$ cat src/rtl/anc_gain_stage.sv
// Per-channel signed gain stage: Q(COEF_W-FRAC_W).FRAC_W coefficient, round half up and saturate; 3-cycle latency, 1 sample/cycle.
// Backpressure: a stalled output freezes every stage and drops in_ready_o; optional ANC_GAIN_SATCNT_EN adds a clip counter.
module anc_gain_stage #(
  parameter int DATA_W = 16,
  parameter int COEF_W = 16,
  parameter int FRAC_W = 14,
  parameter int NCH    = 2,
  parameter int CH_W   = (NCH > 1) ? $clog2(NCH) : 1
) (
  input  logic              clk_i,
  input  logic              rst_i,
  input  logic              in_valid_i,
  output logic              in_ready_o,
  input  logic [DATA_W-1:0] in_data_i,
  input  logic [CH_W-1:0]   in_ch_i,
  output logic              out_valid_o,
  input  logic              out_ready_i,
  output logic [DATA_W-1:0] out_data_o,
  output logic [CH_W-1:0]   out_ch_o,
  output logic              out_sat_o,
  input  logic              coef_we_i,
  input  logic [CH_W-1:0]   coef_addr_i,
  input  logic [COEF_W-1:0] coef_data_i,
  input  logic              coef_commit_i
`ifdef ANC_GAIN_SATCNT_EN
  ,
  input  logic              sat_clr_i,
  output logic [15:0]       sat_count_o
`endif
);

  localparam int PW = DATA_W + COEF_W;
  localparam logic [CH_W:0] NCH_V = (CH_W+1)'(NCH);
  localparam logic signed [COEF_W-1:0] COEF_RST = COEF_W'(-(1 << FRAC_W));
  localparam logic signed [PW-1:0] RND = {{(PW-FRAC_W){1'b0}}, 1'b1, {(FRAC_W-1){1'b0}}};
  localparam logic signed [PW-1:0] SAT_MAX = {{(PW-DATA_W+1){1'b0}}, {(DATA_W-1){1'b1}}};
  localparam logic signed [PW-1:0] SAT_MIN = {{(PW-DATA_W+1){1'b1}}, {(DATA_W-1){1'b0}}};

  typedef struct packed {
    logic              vld;
    logic [CH_W-1:0]   ch;
    logic [DATA_W-1:0] dat;
    logic [COEF_W-1:0] coef;
  } s1_t;

  typedef struct packed {
    logic            vld;
    logic [CH_W-1:0] ch;
    logic [PW-1:0]   prod;
  } s2_t;

  logic [COEF_W-1:0] shadow_q [NCH];
  logic [COEF_W-1:0] shadow_d [NCH];
  logic [COEF_W-1:0] active_q [NCH];
  logic [COEF_W-1:0] active_d [NCH];

  s1_t s1_q, s1_d;
  s2_t s2_q, s2_d;

  logic              out_vld_q, out_vld_d;
  logic [DATA_W-1:0] out_dat_q, out_dat_d;
  logic [CH_W-1:0]   out_ch_q,  out_ch_d;
  logic              out_sat_q, out_sat_d;

  logic              stall;
  logic              ch_ok;
  logic [COEF_W-1:0] sel_coef;
  logic signed [PW-1:0] prod;
  logic signed [PW-1:0] rnd_sum;
  logic signed [PW-1:0] rnd_shr;
  logic              clip_hi;
  logic              clip_lo;
  logic [DATA_W-1:0] sat_dat;

  // A write in the commit cycle lands in shadow_d, so the commit picks it up.
  always_comb begin
    for (int i = 0; i < NCH; i++) begin
      shadow_d[i] = shadow_q[i];
      if (coef_we_i && ({1'b0, coef_addr_i} == (CH_W+1)'(i))) begin
        shadow_d[i] = coef_data_i;
      end
      active_d[i] = coef_commit_i ? shadow_d[i] : active_q[i];
    end
  end

  always_ff @(posedge clk_i) begin
    if (rst_i) begin
      for (int i = 0; i < NCH; i++) begin
        shadow_q[i] <= COEF_RST;
        active_q[i] <= COEF_RST;
      end
    end else begin
      for (int i = 0; i < NCH; i++) begin
        shadow_q[i] <= shadow_d[i];
        active_q[i] <= active_d[i];
      end
    end
  end

  assign stall      = out_vld_q && !out_ready_i;
  assign in_ready_o = !stall;

  // Unknown channel tags still flow through, scaled by zero.
  assign ch_ok    = ({1'b0, in_ch_i} < NCH_V);
  assign sel_coef = ch_ok ? active_q[in_ch_i] : '0;

  assign prod = $signed({{COEF_W{s1_q.dat[DATA_W-1]}}, s1_q.dat}) *
                $signed({{DATA_W{s1_q.coef[COEF_W-1]}}, s1_q.coef});

  assign rnd_sum = $signed(s2_q.prod) + RND;
  assign rnd_shr = rnd_sum >>> FRAC_W;
  assign clip_hi = rnd_shr > SAT_MAX;
  assign clip_lo = rnd_shr < SAT_MIN;
  assign sat_dat = clip_hi ? SAT_MAX[DATA_W-1:0] :
                   clip_lo ? SAT_MIN[DATA_W-1:0] : rnd_shr[DATA_W-1:0];

  always_comb begin
    s1_d      = s1_q;
    s2_d      = s2_q;
    out_vld_d = out_vld_q;
    out_dat_d = out_dat_q;
    out_ch_d  = out_ch_q;
    out_sat_d = out_sat_q;
    if (!stall) begin
      s1_d.vld = in_valid_i;
      if (in_valid_i) begin
        s1_d.ch   = in_ch_i;
        s1_d.dat  = in_data_i;
        s1_d.coef = sel_coef;
      end
      s2_d.vld = s1_q.vld;
      if (s1_q.vld) begin
        s2_d.ch   = s1_q.ch;
        s2_d.prod = prod;
      end
      out_vld_d = s2_q.vld;
      if (s2_q.vld) begin
        out_dat_d = sat_dat;
        out_ch_d  = s2_q.ch;
        out_sat_d = clip_hi || clip_lo;
      end
    end
  end

  always_ff @(posedge clk_i) begin
    if (rst_i) begin
      s1_q      <= '0;
      s2_q      <= '0;
      out_vld_q <= 1'b0;
      out_dat_q <= '0;
      out_ch_q  <= '0;
      out_sat_q <= 1'b0;
    end else begin
      s1_q      <= s1_d;
      s2_q      <= s2_d;
      out_vld_q <= out_vld_d;
      out_dat_q <= out_dat_d;
      out_ch_q  <= out_ch_d;
      out_sat_q <= out_sat_d;
    end
  end

  assign out_valid_o = out_vld_q;
  assign out_data_o  = out_dat_q;
  assign out_ch_o    = out_ch_q;
  assign out_sat_o   = out_sat_q;

`ifdef ANC_GAIN_SATCNT_EN
  logic [15:0] sat_cnt_q, sat_cnt_d;

  always_comb begin
    sat_cnt_d = sat_cnt_q;
    if (sat_clr_i) begin
      sat_cnt_d = '0;
    end else if (out_vld_q && out_ready_i && out_sat_q && (sat_cnt_q != 16'hFFFF)) begin
      sat_cnt_d = sat_cnt_q + 16'd1;
    end
  end

  always_ff @(posedge clk_i) begin
    if (rst_i) begin
      sat_cnt_q <= '0;
    end else begin
      sat_cnt_q <= sat_cnt_d;
    end
  end

  assign sat_count_o = sat_cnt_q;
`endif

endmodule

$ cat config.mk
export PLATFORM = sky130hd
export DESIGN_NAME = anc_gain_stage
export DESIGN_NICKNAME = d
export VERILOG_FILES = /design/src/rtl/anc_gain_stage.sv
export SDC_FILE = /design/constraint.sdc
export NUM_CORES = 1
export LEC_CHECK = 0
export ABC_CLOCK_PERIOD_IN_PS = 7900
export BUFFER_PORTS_ARGS = -buffer_cell sky130_fd_sc_hd__buf_2
export CAP_MARGIN = 20
export CORE_AREA = 4 4 251 253
export CTS_CLUSTER_DIAMETER = 60
export DETAILED_ROUTE_END_ITERATION = 12
export DIE_AREA = 0 0 255 257
export HOLD_SLACK_MARGIN = 0.08
export PLACE_DENSITY_LB_ADDON = 0.15
export SETUP_SLACK_MARGIN = 0.3
export SLEW_MARGIN = 20
export SYNTH_ARGS = -nofsm -noshare
export SYNTH_HDL_FRONTEND = slang
export SYNTH_SLANG_ARGS = --single-unit
$ cat constraint.sdc
create_clock -name clk_i -period 7.9 [get_ports clk_i]
set_clock_uncertainty 0.05 [all_clocks]
set_input_delay 1.975 -clock clk_i [delete_from_list [all_inputs] [get_ports clk_i]]
set_output_delay 1.975 -clock clk_i [all_outputs]
set_load 0.02 [all_outputs]
==> out/metrics.yaml, run 1 <==
run_status: "completed"
vias_per_cell: 4.33
fin_crit_ns: 6.87
rsz0062_at_grt: "false"
crit_required_ns: 8.19
power_switching_uw: 982
p_leak_uw: 0.00781
final_nets: 2043
core_sq_um: 61000
grt_max_degree: 63
cts.sinks: 138
synthTopCellsByArea: "fa_1 35%, dfxtp_1 14%, inv_1 7.9%"
cts_tree: "built"
yosysTopAreaCell: "fa_1"
grt_usage: 0.137
vias: 10671
dpl_cell_area_sq_um: 16100
initial_core_util: 0.246
p_seq_frac: 0.332
cap_violations: 0
startpoint_type: "flop"
holdBufCountCts: 0
setup_slack_ns: 1.03
grt_pass1_wl_mm: 69.2
dp_slack_ns: 1.05
ctsResizeCount: 0
cp_data_arrival_time_ns: 7.15
area_growth_pct: 11.1
cellPowerDensity_nw_per_um2: 157
clock-root-buffer: "clkbuf_16"
cts_buffers: 17
crit_type: "reg -> reg"
worstMarginPinSlew_ns: 0.986
htree_levels: 4
slew_headroom: 0.342
clockBufferDepth: 2
swShare: 0.375
yosysMostFrequentCell: "inv_1"
critPathCaptureType: "flop"
clk_latency_ns: 0.45
ioPinCount: 60
ys_ff_latch: 138
path_max_fanout: 17
synthDistinctLibCells: 56
synth_compound_area_frac: 0.0760
ys_seq_area_frac: 0.205
synth_commonest_cells: "318 x inv_1, 266 x nand2_1, 261 x fa_1, 147 x and2_1, 106 x dfxtp_1"
finalSetupViolCount: 0
cell_internal_pwr_uw: 1640
rows: 91
design_area_sq_um: 16700
timing_hold_violations_final: 0
muxShareOfSynthArea: 0.0133
comb_power_share: 0.345
ant_nets: 0
totalWireLength_mm: 42.0
io_buffers: 59
fin_tns_setup_ns: 0
cts_setup_buffers: 0
yosysWarnings: 0
fp.dieH_um: 257
syn_area_per_cell_sq_um: 9.12
synthSimpleGateAreaFrac: 0.175
synth_edf_count: 32
drive_above_1_share: 0.0770
synth_top_area_frac: 0.348
hold_class: "reg -> reg"
grt_pass1_vias: 11960
path_clk_slew_ns: 0.06
chipWidth_um: 255
fillers: 6596
drc: 0
drtIter0Drc: 545
antenna_found_initial: 0
synth_xor_area_frac: 0.0175
wire_per_inst_um: 17.0
synth_fa_ha_area_frac: 0.414
firstDrtPassIters: 5
dieArea_sq_um: 65500
gp_congestion: 0.768
dpl.hpwl_mm: 32.3
synth_cells: 1648
max_freq_ghz: 0.146
ys_async_sr_fraction: 0
ys.flop_type: "dfxtp_1"
fin_crit_sh: 0.869
overflow: 0
diodes: 0
p_clk_frac: 0.322
syn_nets: 2029
syn_area_sq_um: 15000
vdd_ir_drop_max_mv: 0.198
drv_slew: 0
synth_top_family_by_area: "adder cells"
critical path, stage by stage, from the launching register on:
cell and delay, ns:
dfxtp_1 0.96, nand2_1 0.17, fa_1 0.55, inv_1 0.06, fa_1 0.46, fa_1 0.55
fa_1 0.54, fa_1 0.54, inv_1 0.05, fa_1 0.54, inv_1 0.04, ha_1 0.35
a21o_1 0.18, a21o_1 0.16, a21oi_1 0.17, nand3_1 0.25, o21ai_2 0.36, a21oi_1 0.16
o31a_1 0.30, o31a_1 0.27
path summary, 6_finish.rpt:
| path | startpoint | to | slack, ns | cells past startpoint |
|---|---|---|---|---|
| hold / removal | shadow_q[0][29] | shadow_q[0][29] | 0.41 | 2 |
| setup reg to reg | s1_q[11] | s2_q[31] | 1.03 | 19 |
| hold reg to reg | shadow_q[0][29] | shadow_q[0][29] | 0.41 | 2 |
| setup / recovery | s1_q[11] | s2_q[31] | 1.03 | 19 |
routing by layer:
layer  global-route usage  wire length, um  up-vias
li1                     -                -     5070
met1                0.178            19000     5453
met2                0.240            21200      113
met3               0.0156              795       35
met4               0.0420              951        0
met5                    0                0        -
cells by family after synthesis:
| kind of cell | after synthesis |
|---|---|
| AO/OA/AOI/OAI | 185 |
| adder cells (fa/ha/maj) | 341 |
| multiplexers | 20 |
| AND/OR/NAND/NOR | 542 |
| flip-flops | 138 |
| XOR/XNOR | 30 |
| buffers and inverters | 392 |
area by class of cell:
type,count,area (sq um),share of cell area
timing repair buffer,69,370,0.0222
tap,790,988,0.0592
clock inverter,14,171,0.0103
inverter,318,1190,0.0715
clock buffer,18,429,0.0257
multi-input combinational,1118,10500,0.626
sequential,138,3080,0.185
layout by cell type, fill, tap and decap left out, types with 4 or more instances in the layout:
cell	count
o211ai_1	4
fa_1	261
xnor2_1	24
or3_1	5
and3_1	5
edfxtp_1	32
clkbuf_16	17
o21ai_0	26
nand4_1	10
ha_1	80
nand2_1	266
buf_2	59
a21oi_2	11
nor3_1	6
nand3_1	24
nand2b_1	6
inv_1	318
dfxtp_1	106
xor2_1	6
mux2i_1	20
nor2_1	43
and2_1	146
a21oi_1	85
a21o_1	10
nand2_2	9
a211oi_1	21
buf_4	10
power groups by stage:
stage / clock (uW) / sequential (uW) / combinational, uW
after floorplan: 0 / 829 / 700
after global placement: 0 / 885 / 930
after detailed placement: 0 / 885 / 930
after CTS: 877 / 871 / 935
after global routing: 903 / 880 / 1070
final: 844 / 870 / 904
per-stage QoR:
step	utilization	hold WS, ns	instances	total power (uW)
after floorplan	-	0.382	1648	1530
after global placement	0.264	0.392	2433	1820
after detailed placement	0.264	0.399	2433	1820
after CTS	0.273	0.407	2465	2680
after global routing	0.273	0.433	2465	2850
final	0.273	0.407	2465	2620
sequential cells by signal, summed over array words and instances, names as in the netlist:
name	flops
out_sat_o	1
out_data_o	16
out_ch_o	1
s1_q	34
active_q	32
shadow_q	32
s2_q	21
out_valid_o	1
Power figures use the tool's default switching activity.
==> run 2, diff against run 1 <==
--- a/config.mk
+++ b/config.mk
@@ -8,10 +8,10 @@
 export ABC_CLOCK_PERIOD_IN_PS = 7900
 export BUFFER_PORTS_ARGS = -buffer_cell sky130_fd_sc_hd__buf_2
 export CAP_MARGIN = 20
-export CORE_AREA = 4 4 251 253
+export CORE_AREA = 10 10 194 196
 export CTS_CLUSTER_DIAMETER = 60
 export DETAILED_ROUTE_END_ITERATION = 12
-export DIE_AREA = 0 0 255 257
+export DIE_AREA = 0 0 204 206
 export HOLD_SLACK_MARGIN = 0.08
 export PLACE_DENSITY_LB_ADDON = 0.15
 export SETUP_SLACK_MARGIN = 0.3
==> run 2 against run 1 <==
  * Sequential power about the same
  * First-iteration DRC count is 27% higher
  * Die area decreased by 36%
  * Count of clock-buffer cells in the layout is 2 higher
  * Setup slack better by 0.12 ns
  * Cell count fell by 14%
  * Highest routed layer unchanged
  * Sequential share of layout area increased by 0.50 points
  * Total power down 3.2%
  * Combinational power fell by 2.4%
==> out/metrics.yaml, run 2 (synthesis results as in run 1) <==
area_growth_pct: 8.13
wl_met3_mm: 1.46
htree_levels: 4
multi_input_area_sq_um: 10500
drtIter0Drc: 691
worstRegToRegCells: 19
largest_register_ffs: 34
clk_latency_ns: 0.43
holdBufCountCts: 0
dr_wl_met2_mm: 18.6
clockBufferDepth: 2
drc: 0
max_freq_ghz: 0.148
ioPinCount: 60
slew_headroom: 0.355
final_nets: 2041
totalWireLength_mm: 36.7
fin_crit_sh: 0.853
highest_layer: "met4"
grt_max_degree: 56
fin_tns_setup_ns: 0
vias_per_cell: 5.11
cpPeakStageDelay_ns: 0.54
wire_per_inst_um: 17.2
vdd_ir_drop_max_mv: 0.150
rows: 68
overflow: 0
cts_tree: "built"
antenna_found_initial: 0
diodes: 0
crit_type: "reg -> reg"
top_register: "s1_q"
dpl.hpwl_mm: 28.6
gp_congestion: 0.862
top_regs: "s1_q x34, active_q x32, shadow_q x32"
met1_length_mm: 15.8
grt_pass1_wl_mm: 61.3
design_area_sq_um: 16300
firstDrtPassIters: 5
run_status: "completed"
dieArea_sq_um: 42000
ctsResizeCount: 0
regArea_sq_um: 3080
final_cell_mix: "318 x inv_1, 266 x nand2_1, 261 x fa_1"
path_max_fanout: 12
cts_setup_buffers: 0
cts.sinks: 138
cpLargestDelayFamily: "adder cells"
initial_core_util: 0.443
rsz0062_at_grt: "false"
chipWidth_um: 204
startpoint_type: "flop"
io_buffers: 59
crit_cells: 19
clock-root-buffer: "clkbuf_16"
p_leak_uw: 0.00779
holdPathStages: 2
fin_crit_ns: 6.74
crit_buf_inv: 3
core_sq_um: 33900
ant_nets: 0
drive_above_1_share: 0.0759
path_clk_slew_ns: 0.07
hold_class: "reg -> reg"
fillers: 3314
grt_pass1_vias: 11659
timing_hold_violations_final: 0
path_cells: "inv_1, nor2_1, fa_1, fa_1, fa_1, fa_1, fa_1, inv_1, fa_1, inv_1, ha_1, nand4_1, a2111oi_0, nand3_1, nand3_1, o21ai_2, a31oi_1, mux2i_1, nand2_1"
dpl_cell_area_sq_um: 15600
grt_usage: 0.186
fp.dieH_um: 206
critPathCaptureType: "flop"
crit_path_top_delay_cell: "fa_1"
cp_data_arrival_time_ns: 7.01
layout_commonest_cell: "inv_1"
cp_common_cell: "fa_1"
cap_violations: 0
cts_buffers: 17
drv_slew: 0
worstMarginPinSlew_ns: 0.965
cellPowerDensity_nw_per_um2: 156
crit_required_ns: 8.17
vias: 10873
finalSetupViolCount: 0
## run 2: changes by cell type in the layout (fill, tap and decap cells not counted), sizes merged
cell / before / now
buf: 69 / 67
clkinv: 7 / 4
bufinv: 3 / 0
clkbuf: 18 / 20
inv: 321 / 325
## run 2: path summary, 6_finish.rpt
| check | from | endpoint | slack [ns] |
|---|---|---|---|
| worst max register to register | s1_q[15] | s2_q[28] | 1.16 |
| worst min register to register | shadow_q[0][22] | shadow_q[0][22] | 0.41 |
| worst max-delay path | s1_q[15] | s2_q[28] | 1.16 |
| worst min-delay path | shadow_q[0][22] | shadow_q[0][22] | 0.41 |
## run 2: worst min-delay path, delay by kind of cell, from the launching register on
kind,cells,cell delay [ns]
compound gates,1,0.07
simple gates,1,0.05
flops,1,0.30
## run 2: routing by layer
| layer | track usage | vias to the layer above |
|---|---|---|
| met5 | 0 | - |
| met4 | 0.0582 | 0 |
| met3 | 0.0234 | 39 |
| met2 | 0.329 | 245 |
| met1 | 0.232 | 5506 |
| li1 | - | 5083 |
## run 2: area by class of cell
type                       instances  share of cell area
sequential                       138               0.190
tap                              455              0.0350
clock buffer                      20              0.0294
clock inverter                    12             0.00601
inverter                         318              0.0735
multi-input combinational       1118               0.643
timing repair buffer              67              0.0231
## run 2: through the flow
stage	cells	power (uW)	utilization	hold slack, ns	setup slack, ns
2_1_floorplan	1648	1530	-	0.382	1.91
3_3_place_gp	2095	1760	0.461	0.390	1.22
3_5_place_dp	2095	1780	0.461	0.399	1.22
4_1_cts	2127	2560	0.478	0.409	1.19
5_1_grt	2128	2740	0.479	0.428	0.577
6_report	2128	2530	0.479	0.409	1.16
## run 2: where the power goes
part	leakage (uW)	switching [uW]	internal, uW	total [uW]
sequential	0.00121	96.7	774	871
combinational	0.00630	520	362	882
clock	0.000283	338	444	782
